$ cat src/rtl/sakebi_eth_pkg.sv
// Shared Ethernet constants and RX parser state encoding.
package sakebi_eth_pkg;

  localparam logic [7:0]  PREAMBLE      = 8'h55;
  localparam logic [7:0]  SFD           = 8'hD5;
  localparam logic [31:0] CRC_INIT      = 32'hFFFF_FFFF;
  localparam logic [31:0] CRC_POLY      = 32'hEDB8_8320;
  localparam logic [31:0] CRC_RESIDUE   = 32'hDEBB_20E3;
  localparam logic [10:0] MIN_FRAME     = 11'd64;
  localparam logic [10:0] MAX_FRAME     = 11'd1518;
  localparam logic [47:0] BROADCAST_MAC = 48'hFFFF_FFFF_FFFF;

  typedef enum logic [2:0] {
    ST_IDLE,
    ST_PREAMBLE,
    ST_HEADER,
    ST_PAYLOAD,
    ST_LAST,
    ST_DROP
  } rx_state_e;

endpackage

$ cat src/rtl/sakebi_crc32_byte.sv
// Combinational reflected CRC32 update over one byte (LSB first).
module sakebi_crc32_byte
  import sakebi_eth_pkg::*;
(
  input  logic [31:0] crc_i,
  input  logic [7:0]  data_i,
  output logic [31:0] crc_o
);

  logic [31:0] c;

  always_comb begin
    c = crc_i ^ {24'h0, data_i};
    for (int unsigned i = 0; i < 8; i++) begin
      c = c[0] ? ((c >> 1) ^ CRC_POLY) : (c >> 1);
    end
    crc_o = c;
  end

endmodule

$ cat src/rtl/sakebi_eth_rx_parser.sv
// Ethernet RX parser: preamble hunt, header extraction, address filter,
// CRC/length check, payload forwarding with the FCS stripped.
module sakebi_eth_rx_parser
  import sakebi_eth_pkg::*;
#(
  parameter int unsigned IDLE_GAP = 16,
  parameter logic [47:0] MAC_ADDR = 48'h02_00_00_00_00_01,
  parameter bit          PROMISC  = 1'b0
) (
  input  logic        i_axis_ACLK,
  input  logic        i_axis_ARESET,
  input  logic        i_s_axis_TVALID,
  output logic        o_s_axis_TREADY,
  input  logic [7:0]  i_s_axis_TDATA,
  output logic        o_m_axis_TVALID,
  input  logic        i_m_axis_TREADY,
  output logic [7:0]  o_m_axis_TDATA,
  output logic        o_m_axis_TLAST,
  output logic        o_m_axis_TUSER,
  output logic [47:0] o_dst_mac,
  output logic [47:0] o_src_mac,
  output logic [15:0] o_ethertype,
  output logic        o_hdr_valid,
  output logic        o_frame_ok,
  output logic        o_frame_err
);

  localparam logic [7:0] GAP_LIM = 8'(IDLE_GAP);

  rx_state_e     state_q, state_d;
  logic [3:0]    hcnt_q, hcnt_d;
  logic [103:0]  sh_q, sh_d;
  logic [47:0]   dst_q, dst_d, src_q, src_d;
  logic [15:0]   type_q, type_d;
  logic          hdr_vld_q, hdr_vld_d;
  logic [31:0]   crc_q, crc_d, crc_nxt;
  logic [10:0]   len_q, len_d, len_inc;
  logic [7:0]    gap_q, gap_d;
  logic [7:0]    fifo_q [6];
  logic [7:0]    fifo_d [6];
  logic [2:0]    cnt_q, cnt_d, wr_idx;

  logic          s_ready, s_hs, m_valid, m_last, m_hs;
  logic          push, pop, gap_hit, bad, dst_pass, ok_p, err_p;
  logic [47:0]   dst_cand;

  sakebi_crc32_byte u_crc (
    .crc_i  (crc_q),
    .data_i (i_s_axis_TDATA),
    .crc_o  (crc_nxt)
  );

  always_ff @(posedge i_axis_ACLK or posedge i_axis_ARESET) begin
    if (i_axis_ARESET) begin
      state_q   <= ST_IDLE;
      hcnt_q    <= '0;
      sh_q      <= '0;
      dst_q     <= '0;
      src_q     <= '0;
      type_q    <= '0;
      hdr_vld_q <= 1'b0;
      crc_q     <= CRC_INIT;
      len_q     <= '0;
      gap_q     <= '0;
      fifo_q    <= '{default: '0};
      cnt_q     <= '0;
    end else begin
      state_q   <= state_d;
      hcnt_q    <= hcnt_d;
      sh_q      <= sh_d;
      dst_q     <= dst_d;
      src_q     <= src_d;
      type_q    <= type_d;
      hdr_vld_q <= hdr_vld_d;
      crc_q     <= crc_d;
      len_q     <= len_d;
      gap_q     <= gap_d;
      fifo_q    <= fifo_d;
      cnt_q     <= cnt_d;
    end
  end

  always_comb begin
    state_d   = state_q;
    hcnt_d    = hcnt_q;
    sh_d      = sh_q;
    dst_d     = dst_q;
    src_d     = src_q;
    type_d    = type_q;
    hdr_vld_d = 1'b0;
    crc_d     = crc_q;
    len_d     = len_q;
    fifo_d    = fifo_q;
    cnt_d     = cnt_q;
    m_valid   = 1'b0;
    m_last    = 1'b0;
    s_ready   = 1'b1;
    push      = 1'b0;
    ok_p      = 1'b0;
    err_p     = 1'b0;

    gap_hit  = (gap_q >= GAP_LIM);
    bad      = (crc_q != CRC_RESIDUE) || (len_q < MIN_FRAME) || (len_q > MAX_FRAME);
    len_inc  = (len_q == '1) ? len_q : len_q + 11'd1;
    dst_cand = sh_q[103:56];
    dst_pass = PROMISC || (dst_cand == MAC_ADDR) || (dst_cand == BROADCAST_MAC);

    case (state_q)
      ST_PAYLOAD: begin
        m_valid = (cnt_q == 3'd6);
        s_ready = (cnt_q < 3'd6) || (m_valid && i_m_axis_TREADY);
      end
      ST_LAST: begin
        m_valid = (cnt_q > 3'd4);
        m_last  = (cnt_q == 3'd5);
        s_ready = 1'b0;
      end
      default: ;
    endcase

    s_hs = i_s_axis_TVALID && s_ready;
    m_hs = m_valid && i_m_axis_TREADY;
    pop  = m_hs;

    if (state_q == ST_IDLE || s_hs)           gap_d = '0;
    else if (!i_s_axis_TVALID && gap_q != '1) gap_d = gap_q + 8'd1;
    else                                      gap_d = gap_q;

    case (state_q)
      ST_IDLE: begin
        crc_d  = CRC_INIT;
        len_d  = '0;
        hcnt_d = '0;
        cnt_d  = '0;
        if (s_hs) state_d = (i_s_axis_TDATA == PREAMBLE) ? ST_PREAMBLE : ST_DROP;
      end
      ST_PREAMBLE: begin
        crc_d  = CRC_INIT;
        len_d  = '0;
        hcnt_d = '0;
        if (gap_hit) state_d = ST_IDLE;
        else if (s_hs) begin
          if (i_s_axis_TDATA == SFD)           state_d = ST_HEADER;
          else if (i_s_axis_TDATA != PREAMBLE) state_d = ST_DROP;
        end
      end
      ST_HEADER: begin
        if (gap_hit) state_d = ST_IDLE;
        else if (s_hs) begin
          crc_d  = crc_nxt;
          len_d  = len_inc;
          sh_d   = {sh_q[95:0], i_s_axis_TDATA};
          hcnt_d = hcnt_q + 4'd1;
          // Fields are latched only for accepted frames so they hold across filtered ones.
          if (hcnt_q == 4'd13) begin
            if (dst_pass) begin
              dst_d     = sh_q[103:56];
              src_d     = sh_q[55:8];
              type_d    = {sh_q[7:0], i_s_axis_TDATA};
              hdr_vld_d = 1'b1;
              state_d   = ST_PAYLOAD;
            end else begin
              state_d = ST_DROP;
            end
          end
        end
      end
      ST_PAYLOAD: begin
        if (gap_hit) state_d = ST_LAST;
        else if (s_hs) begin
          crc_d = crc_nxt;
          len_d = len_inc;
          push  = 1'b1;
        end
      end
      ST_LAST: begin
        if (cnt_q <= 3'd4) begin
          ok_p    = !bad;
          err_p   = bad;
          cnt_d   = '0;
          state_d = ST_IDLE;
        end else if (m_hs && m_last) begin
          ok_p    = !bad;
          err_p   = bad;
          state_d = ST_IDLE;
        end
      end
      ST_DROP: begin
        if (gap_hit) state_d = ST_IDLE;
      end
      default: state_d = ST_IDLE;
    endcase

    // Shift-down FIFO: the head is always entry 0, new bytes land after the last valid entry.
    if (pop) begin
      for (int unsigned i = 0; i < 5; i++) fifo_d[i] = fifo_q[i+1];
    end
    wr_idx = pop ? (cnt_q - 3'd1) : cnt_q;
    if (push) begin
      for (int unsigned i = 0; i < 6; i++) begin
        if (3'(i) == wr_idx) fifo_d[i] = i_s_axis_TDATA;
      end
    end
    if (push != pop) cnt_d = push ? (cnt_q + 3'd1) : (cnt_q - 3'd1);
  end

  always_comb begin
    o_s_axis_TREADY = s_ready;
    o_m_axis_TVALID = m_valid;
    o_m_axis_TDATA  = fifo_q[0];
    o_m_axis_TLAST  = m_last;
    o_m_axis_TUSER  = m_last && bad;
    o_dst_mac       = dst_q;
    o_src_mac       = src_q;
    o_ethertype     = type_q;
    o_hdr_valid     = hdr_vld_q;
    o_frame_ok      = ok_p;
    o_frame_err     = err_p;
  end

endmodule

$ cat config.mk
export PLATFORM = sky130hd
export DESIGN_NAME = sakebi_eth_rx_parser
export DESIGN_NICKNAME = d
export VERILOG_FILES = /design/src/rtl/sakebi_eth_pkg.sv /design/src/rtl/sakebi_crc32_byte.sv /design/src/rtl/sakebi_eth_rx_parser.sv
export SDC_FILE = /design/constraint.sdc
export NUM_CORES = 1
export LEC_CHECK = 0
export CORE_ASPECT_RATIO = 0.75
export CORE_MARGIN = 4
export CORE_UTILIZATION = 38
export CTS_CLUSTER_DIAMETER = 100
export DETAILED_ROUTE_END_ITERATION = 10
export REMOVE_ABC_BUFFERS = 1
export SLEW_MARGIN = 20
export SYNTH_ARGS = -nofsm -noshare
export SYNTH_HDL_FRONTEND = slang
export SYNTH_SLANG_ARGS = --single-unit
$ cat constraint.sdc
create_clock -name i_axis_ACLK -period 22.8 [get_ports i_axis_ACLK]
set_input_delay 4.56 -clock i_axis_ACLK [delete_from_list [all_inputs] [get_ports i_axis_ACLK]]
set_output_delay 4.56 -clock i_axis_ACLK [all_outputs]
set_load 0.02 [all_outputs]
## After elaboration in Yosys (flattened, before gate mapping)

Cells that the tools add are included.

| cells by class | value |
|---|---|
| magnitude comparators | 6 |
| bitwise operators | 10 |
| equality and inequality tests | 36 |
| $add $sub $neg | 5 |
| reduce and logical (&&, ||, !) cells | 29 |
| muxes and demuxes | 65 |

Operators with widths:

| cell | number |
|---|---|
| 32-bit 2-to-1 mux | 10 |
| 13-bit inverter with 14-bit output | 8 |
| 8-bit 2-to-1 mux | 8 |
| 32-bit one-hot mux with 2 select lines | 1 |
| 3-bit 2-to-1 mux | 18 |
| 48-bit by 42-bit == test with 1-bit output (second input constant) | 1 |
| 48-bit == test (second input constant) | 1 |
| 48-bit 2-to-1 mux | 1 |
| 40-bit 2-to-1 mux | 1 |
| 11-bit 2-to-1 mux | 3 |
| 32-bit != test (second input constant) | 1 |
| 32-bit by 8-bit bitwise XOR with 32-bit output | 1 |
| 11-bit one-hot mux with 2 select lines | 1 |
| 3-bit one-hot mux with 6 select lines | 1 |
| 1-bit 2-to-1 mux | 15 |
| 3-bit != test (second input constant) | 5 |
| 2-bit != test (second input constant) | 7 |
| 3-bit == test (second input constant) | 4 |
| 11-bit by 1-bit adder with 11-bit output (second input constant) | 1 |
| 11-bit == test (second input constant) | 1 |
| 11-bit greater-than comparator (second input constant) | 1 |
| 11-bit by 7-bit less-than comparator with 1-bit output (second input constant) | 1 |
| 3-bit AND reduction | 3 |
| 8-bit by 1-bit adder with 8-bit output (second input constant) | 1 |
| other kinds (36) | 56 |

| word-level totals | value |
|---|---|
| output and inout bits | 127 |
| flip-flop bits (word level) | 326 |

## Longest topological paths before layout

Gate-level depths: netlist (run 1).

| depth | value |
|---|---|
| depth after elaboration | 20 |
| gate-level depth with buffers | 11 |
| mapped depth without buffers | 8 |

## Cells and area by module

Synthesis (run 1) repeated with hierarchy kept, for this count alone.

| second synthesis, totals | value |
|---|---|
| cell total of the unflattened synthesis | 1086 |
| area total of the unflattened synthesis | 14886.8 um2 |

By module, submodules not included:

| module | area an instance (um2) | cells each | instances | sequential area each (um2) |
|---|---|---|---|---|
| sakebi_eth_rx_parser | 14101.0 | 1018 | 1 | 8197.9 |
| sakebi_crc32_byte | 785.8 | 68 | 1 | 0.0 |

## Worst setup path before layout (run 1)

Ideal clock, no wire load.

| timing path | value |
|---|---|
| path kind | input-to-output |
| from | input port i_m_axis_TREADY |
| to | output port o_frame_err |
| setup slack | 12.113 ns |
| buffers on the path | 2 |
| stages on the path | 6 |
| arrival time | 6.127 ns |
| path through | clkbuf_1 > inv_1 > nor2_2 > buf_2 > a31oi_1 > nor3b_1 |

| on the way | value |
|---|---|
| word-level cells in the longest chain between the ends | 5 |

Ends and longest elaborated chain:

| what | line | RTL |
|---|---|---|
| start, declared | sakebi_eth_rx_parser.sv:16 | `input logic i_m_axis_TREADY,` |
| 1-bit logical AND | sakebi_eth_rx_parser.sv:122 | `m_hs = m_valid && i_m_axis_TREADY;` |
| 1-bit logical AND | sakebi_eth_rx_parser.sv:182 | `end else if (m_hs && m_last) begin` |
| 1-bit 2-to-1 mux | sakebi_eth_rx_parser.sv:182 |  |
| 1-bit 2-to-1 mux | sakebi_eth_rx_parser.sv:177 | `if (cnt_q <= 3'd4) begin` |
| 1-bit 2-to-1 mux | sakebi_eth_rx_parser.sv:129 | `case (state_q)` |
| end, declared | sakebi_eth_rx_parser.sv:25 | `output logic o_frame_err` |

No other way between the ends.

## Worst setup path in the final report (run 1)

Same ends and word-level chain as after synthesis.

==> results of run 1 <==
## state kept, by name, summed over array words and instances, names as in the netlist
signal          cells
sh_q              104
o_dst_mac          48
o_src_mac          48
fifo_q             40
crc_q              32
o_ethertype        16
len_q              11
gap_q               8
o_m_axis_TDATA      8
hcnt_q              4
cnt_q               3
state_q             3
o_hdr_valid         1
## power groups by stage
stage | registers (W) | logic (W) | clock network [W]
CTS | 0.000682 | 0.000168 | 0.000591
floorplan | 0.000678 | 0.000124 | 0
finish | 0.000682 | 0.000166 | 0.000571
detailed placement | 0.000692 | 0.000167 | 0
global placement | 0.000691 | 0.000164 | 0
global route | 0.000690 | 0.000186 | 0.000617
## stage by stage
| stage | util, % | cell area (um^2) | total power [W] | setup WS, ns |
|---|---|---|---|---|
| 6_report | 46.8 | 17500 | 0.00142 | 11.75 |
| 3_3_place_gp | 43.7 | 16400 | 0.000855 | 11.77 |
| 4_1_cts | 46.8 | 17500 | 0.00144 | 11.75 |
| 3_5_place_dp | 43.7 | 16400 | 0.000860 | 11.76 |
| 2_1_floorplan | - | 14300 | 0.000801 | 9.07 |
| 5_1_grt | 46.8 | 17500 | 0.00149 | 11.60 |
## layer usage
| metal | up-vias | track usage (%) |
|---|---|---|
| met3 | 35 | 3.15 |
| met5 | - | 0 |
| met4 | 0 | 3.76 |
| met2 | 166 | 22.9 |
| met1 | 4571 | 23.5 |
| li1 | 4198 | - |
## final timing paths
check,start,end,slack (ns),cells after the start
max,i_m_axis_TREADY,o_frame_err,11.75,6
min,o_dst_mac[41]$_DFFE_PP0P_,o_dst_mac[41]$_DFFE_PP0P_,0.46,1
max reg2reg,gap_q[7]$_DFFE_PP0P_,o_src_mac[13]$_DFFE_PP0P_,18.53,7
min reg2reg,o_dst_mac[41]$_DFFE_PP0P_,o_dst_mac[41]$_DFFE_PP0P_,0.46,1
min in group asynchronous,i_axis_ARESET,o_dst_mac[5]$_DFFE_PP0P_,4.58,2
max in group asynchronous,i_axis_ARESET,sh_q[48]$_DFFE_PP0P_,15.90,4
## Yosys cell counts, types with 12 or more instances
| cell | instances |
|---|---|
| a21oi_1 | 44 |
| buf_2 | 14 |
| buf_4 | 15 |
| clkbuf_1 | 36 |
| dfrtp_1 | 294 |
| dfstp_2 | 32 |
| inv_1 | 12 |
| mux2_1 | 67 |
| mux2_2 | 236 |
| nand2_1 | 23 |
| nand4_1 | 24 |
| nor2_1 | 56 |
| nor4_1 | 20 |
| xnor2_1 | 60 |
| xor2_1 | 22 |
## logic make-up (layout without fill, tap and decap cells)
family          after synthesis  count (layout)  share of synthesized area, %
compound gates              107             107                          4.91
xor+xnor                     82              82                          4.92
fa+ha+maj                    11              11                         0.909
buf+inv                      82             225                          2.67
flops                       326             326                          56.2
mux                         305             305                          23.5
simple gates                187             187                          6.91
## layout make-up
cell class	count	area (um^2)
clock buffers	55	1050
clock inverters	8	105
fillers	3370	19900
inverters	13	56.3
multi-input cells	692	6040
flip-flops and latches	326	8200
well taps	504	631
repair buffers	149	1460
## critical path: stages
cell and delay (ns):
clkdlybuf4s50_1 0.66, inv_1 0.16, nor2_2 0.14, a31oi_1 0.12, nor3b_1 0.21, clkdlybuf4s50_1 0.63
==> results.sh, run 1 <==
export IMPL_status="finished, final reports clean"
export IMPL_crit_arrival_ns=6.49
export IMPL_ir_drop_mv=0.0423
export IMPL_grt_max_degree=105
export IMPL_clk_pin_slew_ns=0.06
export IMPL_yosysTopAreaCell="dfrtp_1"
export IMPL_dr_pass1_iters=5
export IMPL_met1_length_um=16000
export IMPL_syn_area_mm2=0.0146
export IMPL_slew_headroom_pct=29.2
export IMPL_die_area_mm2=0.0416
export IMPL_drive_above_1_share_pct=27.9
export IMPL_async_reset_ff_share_pct=100
export IMPL_period_needed_ns=11.05
export IMPL_synth_edff_count=0
export IMPL_cts_sinks=326
export IMPL_antenna_left=0
export IMPL_setup_violations=0
export IMPL_initial_core_util_pct=38.9
export IMPL_grt_pass1_wl_um=51800
export IMPL_worstSkewPairLatency_ns=0.52
export IMPL_route_met3_wl_um=1400
export IMPL_synth_cell_types=68
export IMPL_antenna_found_initial=0
export IMPL_syn_inst=1100
export IMPL_timing_final_max_slew_violations=0
export IMPL_gp_congestion=0.843
export IMPL_p_seq_share_pct=48.1
export IMPL_switching_share_pct=25.7
export IMPL_yosysTopAreaCellShare_pct=50.4
export IMPL_grt_pass1_vias=9030
export IMPL_drv_cap=0
export IMPL_cts_root_buf="clkbuf_16"
export IMPL_finalSetupTns_ns=0
export IMPL_rsz0062_at_grt="no"
export IMPL_synth_ff_type="dfrtp_1"
export IMPL_rows=61
export IMPL_power_frac_clock_pct=40.2
export IMPL_synthTopCellsByArea="dfrtp_1 50%, mux2_2 18%, dfstp_2 5.8%, mux2_1 5.2%, xnor2_1 3.6%"
export IMPL_cts_tree="built"
export IMPL_post_cts_resized=0
export IMPL_netSwitchingPower_w=0.000365
export IMPL_first_iter_violations=565
export IMPL_fmax_mhz=90.5
export IMPL_totalWireLength_um=31900
export IMPL_hold_viol_final=0
export IMPL_gr_total_overflow=0
export IMPL_vias=8970
export IMPL_hold_path_class="reg -> reg"
export IMPL_cts_buffer_depth=3
export IMPL_maxUsedRoutingLayer="met4"
export IMPL_cts_hold_buf=0
export IMPL_dieWidth_um=234
export IMPL_worst_setup_path_end_kind="output port"
export IMPL_whs_ns=0.464
export IMPL_cell_internal_pwr_w=0.00105
export IMPL_cp_max_fo=10
export IMPL_p_per_area_mw_per_mm2=80.8
export IMPL_crit_path_start_kind="input port"
export IMPL_grt_usage_pct=15.5
export IMPL_synth_warnings=0
export IMPL_cts_buffers=35
export IMPL_fin_cells=1747
export IMPL_avgSynthCellArea_um2=13.3
export IMPL_num_antenna_cells=0
export IMPL_clock_skew_ns=0.0241
export IMPL_setup_worst_path_class="in -> out"
export IMPL_post_cts_setup_buffers=0
export IMPL_dp_hpwl_um=20800
export IMPL_ys_seq_area_share_pct=56.2
export IMPL_layout_commonest_cell="dfrtp_1"
export IMPL_p_comb_share_pct=11.7
export IMPL_most_common_layout_cells="294 x dfrtp_1, 236 x mux2_2, 138 x clkdlybuf4s50_1"
export IMPL_core_area_mm2=0.0375
export IMPL_leakagePower_nw=8.00
export IMPL_io_pins=139
export IMPL_wl_per_cell_um=18.2
export IMPL_finalCritPeriodShare_pct=48.5
export IMPL_drc=0
export IMPL_ys_ff_latch=326
export IMPL_die_h_um=178
export IMPL_tightest_slew_ns=1.06
export IMPL_htreeDepth=2
export IMPL_route_met2_wl_um=14000
export IMPL_drt_vias_per_instance=5.13
export IMPL_cp_data_required_time_ns=18.24
export IMPL_placed_cells=1683
export IMPL_port_buffers=138
export IMPL_fin_nets=1238
export IMPL_syn2layout_area_growth_pct=20.2
No activity file was read; power rests on OpenSTA's default activity.
==> run 2, diff against run 1 <==
==> constraint.sdc (replaced) <==
create_clock -name i_axis_ACLK -period 11.32 [get_ports i_axis_ACLK]
set_input_delay 2.264 -clock i_axis_ACLK [delete_from_list [all_inputs] [get_ports i_axis_ACLK]]
set_output_delay 2.264 -clock i_axis_ACLK [all_outputs]
set_load 0.02 [all_outputs]
==> results.sh, run 2 (synthesis results as in run 1) <==
export IMPL_rows=61
export IMPL_antenna_found_initial=0
export IMPL_fillCellCount=3318
export IMPL_drive_above_1_share_pct=27.8
export IMPL_period_needed_ns=6.53
export IMPL_cts_buffer_depth=3
export IMPL_slew_headroom_pct=29.6
export IMPL_fin_nets=1236
export IMPL_leakagePower_nw=8.01
export IMPL_dieWidth_um=234
export IMPL_die_area_mm2=0.0416
export IMPL_cts_buffers=35
export IMPL_post_cts_setup_buffers=0
export IMPL_totalWireLength_um=31800
export IMPL_htreeDepth=2
export IMPL_core_area_mm2=0.0375
export IMPL_p_per_area_mw_per_mm2=163
export IMPL_fin_area_mm2=0.0176
export IMPL_first_iter_violations=591
export IMPL_route_met2_wl_um=14100
export IMPL_gp_congestion=0.815
export IMPL_timing_final_max_slew_violations=0
export IMPL_place_ws_ns=4.82
export IMPL_drt_vias_per_instance=5.17
export IMPL_hold_path_class="reg -> reg"
export IMPL_tightest_slew_ns=1.05
export IMPL_regMostFlops="sh_q"
export IMPL_cp_max_fo=10
export IMPL_met1_length_um=15800
export IMPL_clk_pin_slew_ns=0.06
export IMPL_crit_path_start_kind="input port"
export IMPL_post_cts_resized=0
export IMPL_maxUsedRoutingLayer="met4"
export IMPL_grt_pass1_vias=8909
export IMPL_most_common_layout_cells="294 x dfrtp_1, 236 x mux2_2, 138 x clkdlybuf4s50_1"
export IMPL_setup_worst_path_class="in -> out"
export IMPL_worst_setup_path_end_kind="output port"
export IMPL_worstSkewPairLatency_ns=0.51
export IMPL_drc=0
export IMPL_status="finished, final reports clean"
export IMPL_hold_viol_final=0
export IMPL_grt_max_degree=187
export IMPL_cp_data_required_time_ns=9.06
export IMPL_layout_setup_ws_ns=4.79
export IMPL_clock_skew_ns=0.0172
export IMPL_die_h_um=178
export IMPL_syn2layout_area_growth_pct=20.4
export IMPL_grt_pass1_wl_um=51000
export IMPL_drv_cap=0
export IMPL_cts_hold_buf=0
export IMPL_fin_util_pct=46.9
export IMPL_num_antenna_cells=0
export IMPL_port_buffers=138
export IMPL_dp_hpwl_um=21000
export IMPL_gr_total_overflow=0
export IMPL_cts_tree="built"
export IMPL_io_pins=139
export IMPL_antenna_left=0
export IMPL_place_area_mm2=0.0164
export IMPL_fmax_mhz=153
export IMPL_vias=9018
export IMPL_cts_root_buf="clkbuf_16"
export IMPL_largest_register_ffs=104
export IMPL_grt_usage_pct=15.2
export IMPL_ir_drop_mv=0.0812
export IMPL_initial_core_util_pct=38.9
export IMPL_route_met3_wl_um=1260
export IMPL_layout_commonest_cell="dfrtp_1"
export IMPL_rsz0062_at_grt="no"
export IMPL_cts_sinks=326
export IMPL_wl_per_cell_um=18.2
export IMPL_setup_violations=0
export IMPL_crit_arrival_ns=4.27
export IMPL_finalCritPeriodShare_pct=57.7
export IMPL_dr_pass1_iters=5
## run 2: changes by cell type in the layout (fill, tap and decap cells not counted), sizes merged
| cell | delta |
|---|---|
| clkinv | -3 |
| bufinv | -1 |
| inv | -2 |
| buf | -2 |
| clkbuf | +6 |
## run 2: metal layers
metal,GRT usage (%),vias to the layer above
met2,22.5,173
met3,2.79,49
met5,0,-
met1,23.3,4586
li1,-,4210
met4,3.42,0
## run 2: layout make-up
cell class	count	area, um^2	share of cell area (%)
Sequential cell	326	8200	46.7
Multi-Input combinational cell	692	6040	34.4
Timing Repair Buffer	147	1460	8.30
Clock inverter	2	35.0	0.199
Clock buffer	61	1150	6.52
Inverter	13	61.3	0.349
Tap cell	504	631	3.59
## run 2: through the flow
step	hold WS, ns	total power (W)	setup TNS [ns]	cells
after CTS	0.472	0.00291	0	1744
after global routing	0.496	0.00301	0	1745
final	0.473	0.00287	0	1745
after floorplan	0.475	0.00161	-4.88	1031
after global placement	0.454	0.00172	0	1681
after detailed placement	0.458	0.00173	0	1681
## run 2: report_power, final
group	internal [W]	leakage (nW)	total (W)	switching [W]
Combinational	0.000160	3.06	0.000337	0.000177
Sequential	0.00128	4.37	0.00137	0.0000959
Clock	0.000707	0.580	0.00116	0.000454
Total	0.00214	8.01	0.00287	0.000726
## run 2: path summary, 6_finish.rpt
kind                                     startpoint                        end  slack (ns)  cells after the start
max in group asynchronous             i_axis_ARESET        sh_q[6]$_DFFE_PP0P_        7.52                      3
hold reg to reg            o_dst_mac[0]$_DFFE_PP0P_   o_dst_mac[0]$_DFFE_PP0P_        0.47                      1
min in group asynchronous             i_axis_ARESET       gap_q[7]$_DFFE_PP0P_        2.24                      2
setup reg to reg               gap_q[7]$_DFFE_PP0P_  o_src_mac[13]$_DFFE_PP0P_        6.89                      7
setup / recovery                    i_m_axis_TREADY                o_frame_err        4.79                      6
hold / removal             o_dst_mac[0]$_DFFE_PP0P_   o_dst_mac[0]$_DFFE_PP0P_        0.47                      1
## run 2: critical path: stages
cell,delay (ns)
clkdlybuf4s50_1,0.67
inv_1,0.18
nor2_2,0.16
a31oi_1,0.11
nor3b_1,0.24
clkdlybuf4s50_1,0.64
==> run 3, diff against run 2 <==
==> constraint.sdc (replaced) <==
create_clock -name i_axis_ACLK -period 6 [get_ports i_axis_ACLK]
set_input_delay 1.2 -clock i_axis_ACLK [delete_from_list [all_inputs] [get_ports i_axis_ACLK]]
set_output_delay 1.2 -clock i_axis_ACLK [all_outputs]
set_load 0.02 [all_outputs]
==> results.sh, run 3 (synthesis results as in run 1) <==
export IMPL_worst_r2r_path_depth=6
export IMPL_grt_pass1_vias=9043
export IMPL_io_pins=139
export IMPL_fin_nets=1239
export IMPL_timing_final_max_slew_violations=0
export IMPL_p_per_area_mw_per_mm2=307
export IMPL_die_area_mm2=0.0416
export IMPL_ir_drop_mv=0.155
export IMPL_dp_hpwl_um=21400
export IMPL_drt_vias_per_instance=5.17
export IMPL_status="finished, final reports clean"
export IMPL_port_buffers=138
export IMPL_antenna_left=0
export IMPL_setup_worst_path_class="reg -> out"
export IMPL_tightest_slew_ns=1.02
export IMPL_min_path_cells=1
export IMPL_post_cts_resized=0
export IMPL_post_cts_setup_buffers=0
export IMPL_largest_register_ffs=104
export IMPL_antenna_found_initial=0
export IMPL_most_common_layout_cells="294 x dfrtp_1, 236 x mux2_2, 138 x clkdlybuf4s50_1"
export IMPL_crit_arrival_ns=3.38
export IMPL_wl_per_cell_um=18.5
export IMPL_hold_path_class="reg -> reg"
export IMPL_setup_violations=0
export IMPL_dieWidth_um=234
export IMPL_cp_max_fo=3
export IMPL_cts_buffer_depth=3
export IMPL_clock_skew_ns=0.0214
export IMPL_cts_hold_buf=0
export IMPL_syn2layout_area_growth_pct=20.3
export IMPL_rows=61
export IMPL_dr_pass1_iters=4
export IMPL_slew_headroom_pct=31.7
export IMPL_clk_pin_slew_ns=0.06
export IMPL_leakagePower_nw=8.00
export IMPL_cp_data_required_time_ns=4.80
export IMPL_period_needed_ns=4.58
export IMPL_drc=0
export IMPL_drive_above_1_share_pct=28.2
export IMPL_hold_viol_final=0
export IMPL_initial_core_util_pct=38.9
export IMPL_num_antenna_cells=0
export IMPL_cts_buffers=35
export IMPL_core_area_mm2=0.0375
export IMPL_finalSetupTns_ns=0
export IMPL_fin_area_mm2=0.0176
export IMPL_grt_pass1_wl_um=51900
export IMPL_vias=9049
export IMPL_place_area_mm2=0.0164
export IMPL_drv_cap=0
export IMPL_regMostFlops="sh_q"
export IMPL_htreeDepth=2
export IMPL_cts_tree="built"
export IMPL_layout_commonest_cell="dfrtp_1"
export IMPL_cts_root_buf="clkbuf_16"
export IMPL_first_iter_violations=511
export IMPL_worstSkewPairLatency_ns=0.52
export IMPL_totalWireLength_um=32300
export IMPL_cts_sinks=326
export IMPL_fmax_mhz=218
export IMPL_gp_congestion=0.822
export IMPL_fillCellCount=3352
export IMPL_crit_path_start_kind="flip-flop"
export IMPL_die_h_um=178
export IMPL_rsz0062_at_grt="no"
export IMPL_grt_max_degree=120
export IMPL_worst_setup_path_end_kind="output port"
export IMPL_finalCritPeriodShare_pct=76.4
export IMPL_gr_total_overflow=0
export IMPL_grt_usage_pct=15.5
==> run 3: cell count changes in the layout (fill, tap and decap cells not counted), sizes merged <==
cell / change
clkbuf: -11
clkinv: +4
clkinvlp: +4
buf: +3
inv: +3
bufinv: +1
==> run 3: area by class of cell <==
type / count / area [um^2] / area share [%]
clock buffers: 50 / 1000 / 5.72
clock inverters: 14 / 149 / 0.848
inverters: 13 / 56.3 / 0.321
multi-input cells: 692 / 6040 / 34.4
flip-flops and latches: 326 / 8200 / 46.7
well taps: 504 / 631 / 3.59
repair buffers: 150 / 1480 / 8.44
==> run 3: path summary, 6_finish.rpt <==
kind	from	endpoint	slack, ns
setup / recovery	crc_q[20]$_DFFE_PP1P_	o_frame_ok	1.42
hold / removal	o_dst_mac[0]$_DFFE_PP0P_	o_dst_mac[0]$_DFFE_PP0P_	0.46
setup reg to reg	gap_q[7]$_DFFE_PP0P_	o_src_mac[9]$_DFFE_PP0P_	2.30
hold reg to reg	o_dst_mac[0]$_DFFE_PP0P_	o_dst_mac[0]$_DFFE_PP0P_	0.46
max in group asynchronous	i_axis_ARESET	o_dst_mac[46]$_DFFE_PP0P_	3.53
min in group asynchronous	i_axis_ARESET	o_dst_mac[6]$_DFFE_PP0P_	1.25
==> run 3: metrics by stage <==
stage               setup WS (ns)  hold slack, ns  utilization, %  std cells  power (W)
floorplan                   -4.37           0.475               -       1031    0.00304
global placement             1.41           0.455            43.8       1684    0.00326
detailed placement           1.42           0.457            43.8       1684    0.00328
CTS                          1.41           0.470            46.8       1748    0.00547
global route                 1.29           0.485            46.9       1749    0.00566
finish                       1.42           0.464            46.9       1749    0.00538
==> run 3: critical path, cell delays in order, from the launching register on <==
cell	delay (ns)
dfstp_2	0.55
nor4b_1	0.53
nand4_1	0.23
or4_1	0.68
nor3_1	0.24
clkdlybuf4s50_1	0.64
==> run 3: per-layer routing <==
layer | wire, um | global-route usage, %
met5 | 0 | 0
met4 | 886 | 4.55
met3 | 1490 | 3.16
met2 | 14200 | 23.0
met1 | 15800 | 23.1
==> run 3: report_power, final <==
part | switching, W | internal, W | leakage [nW]
Clock | 0.000885 | 0.00126 | 0.555
Combinational | 0.000333 | 0.000304 | 3.07
Sequential | 0.000191 | 0.00241 | 4.37
Total | 0.00141 | 0.00397 | 8.00
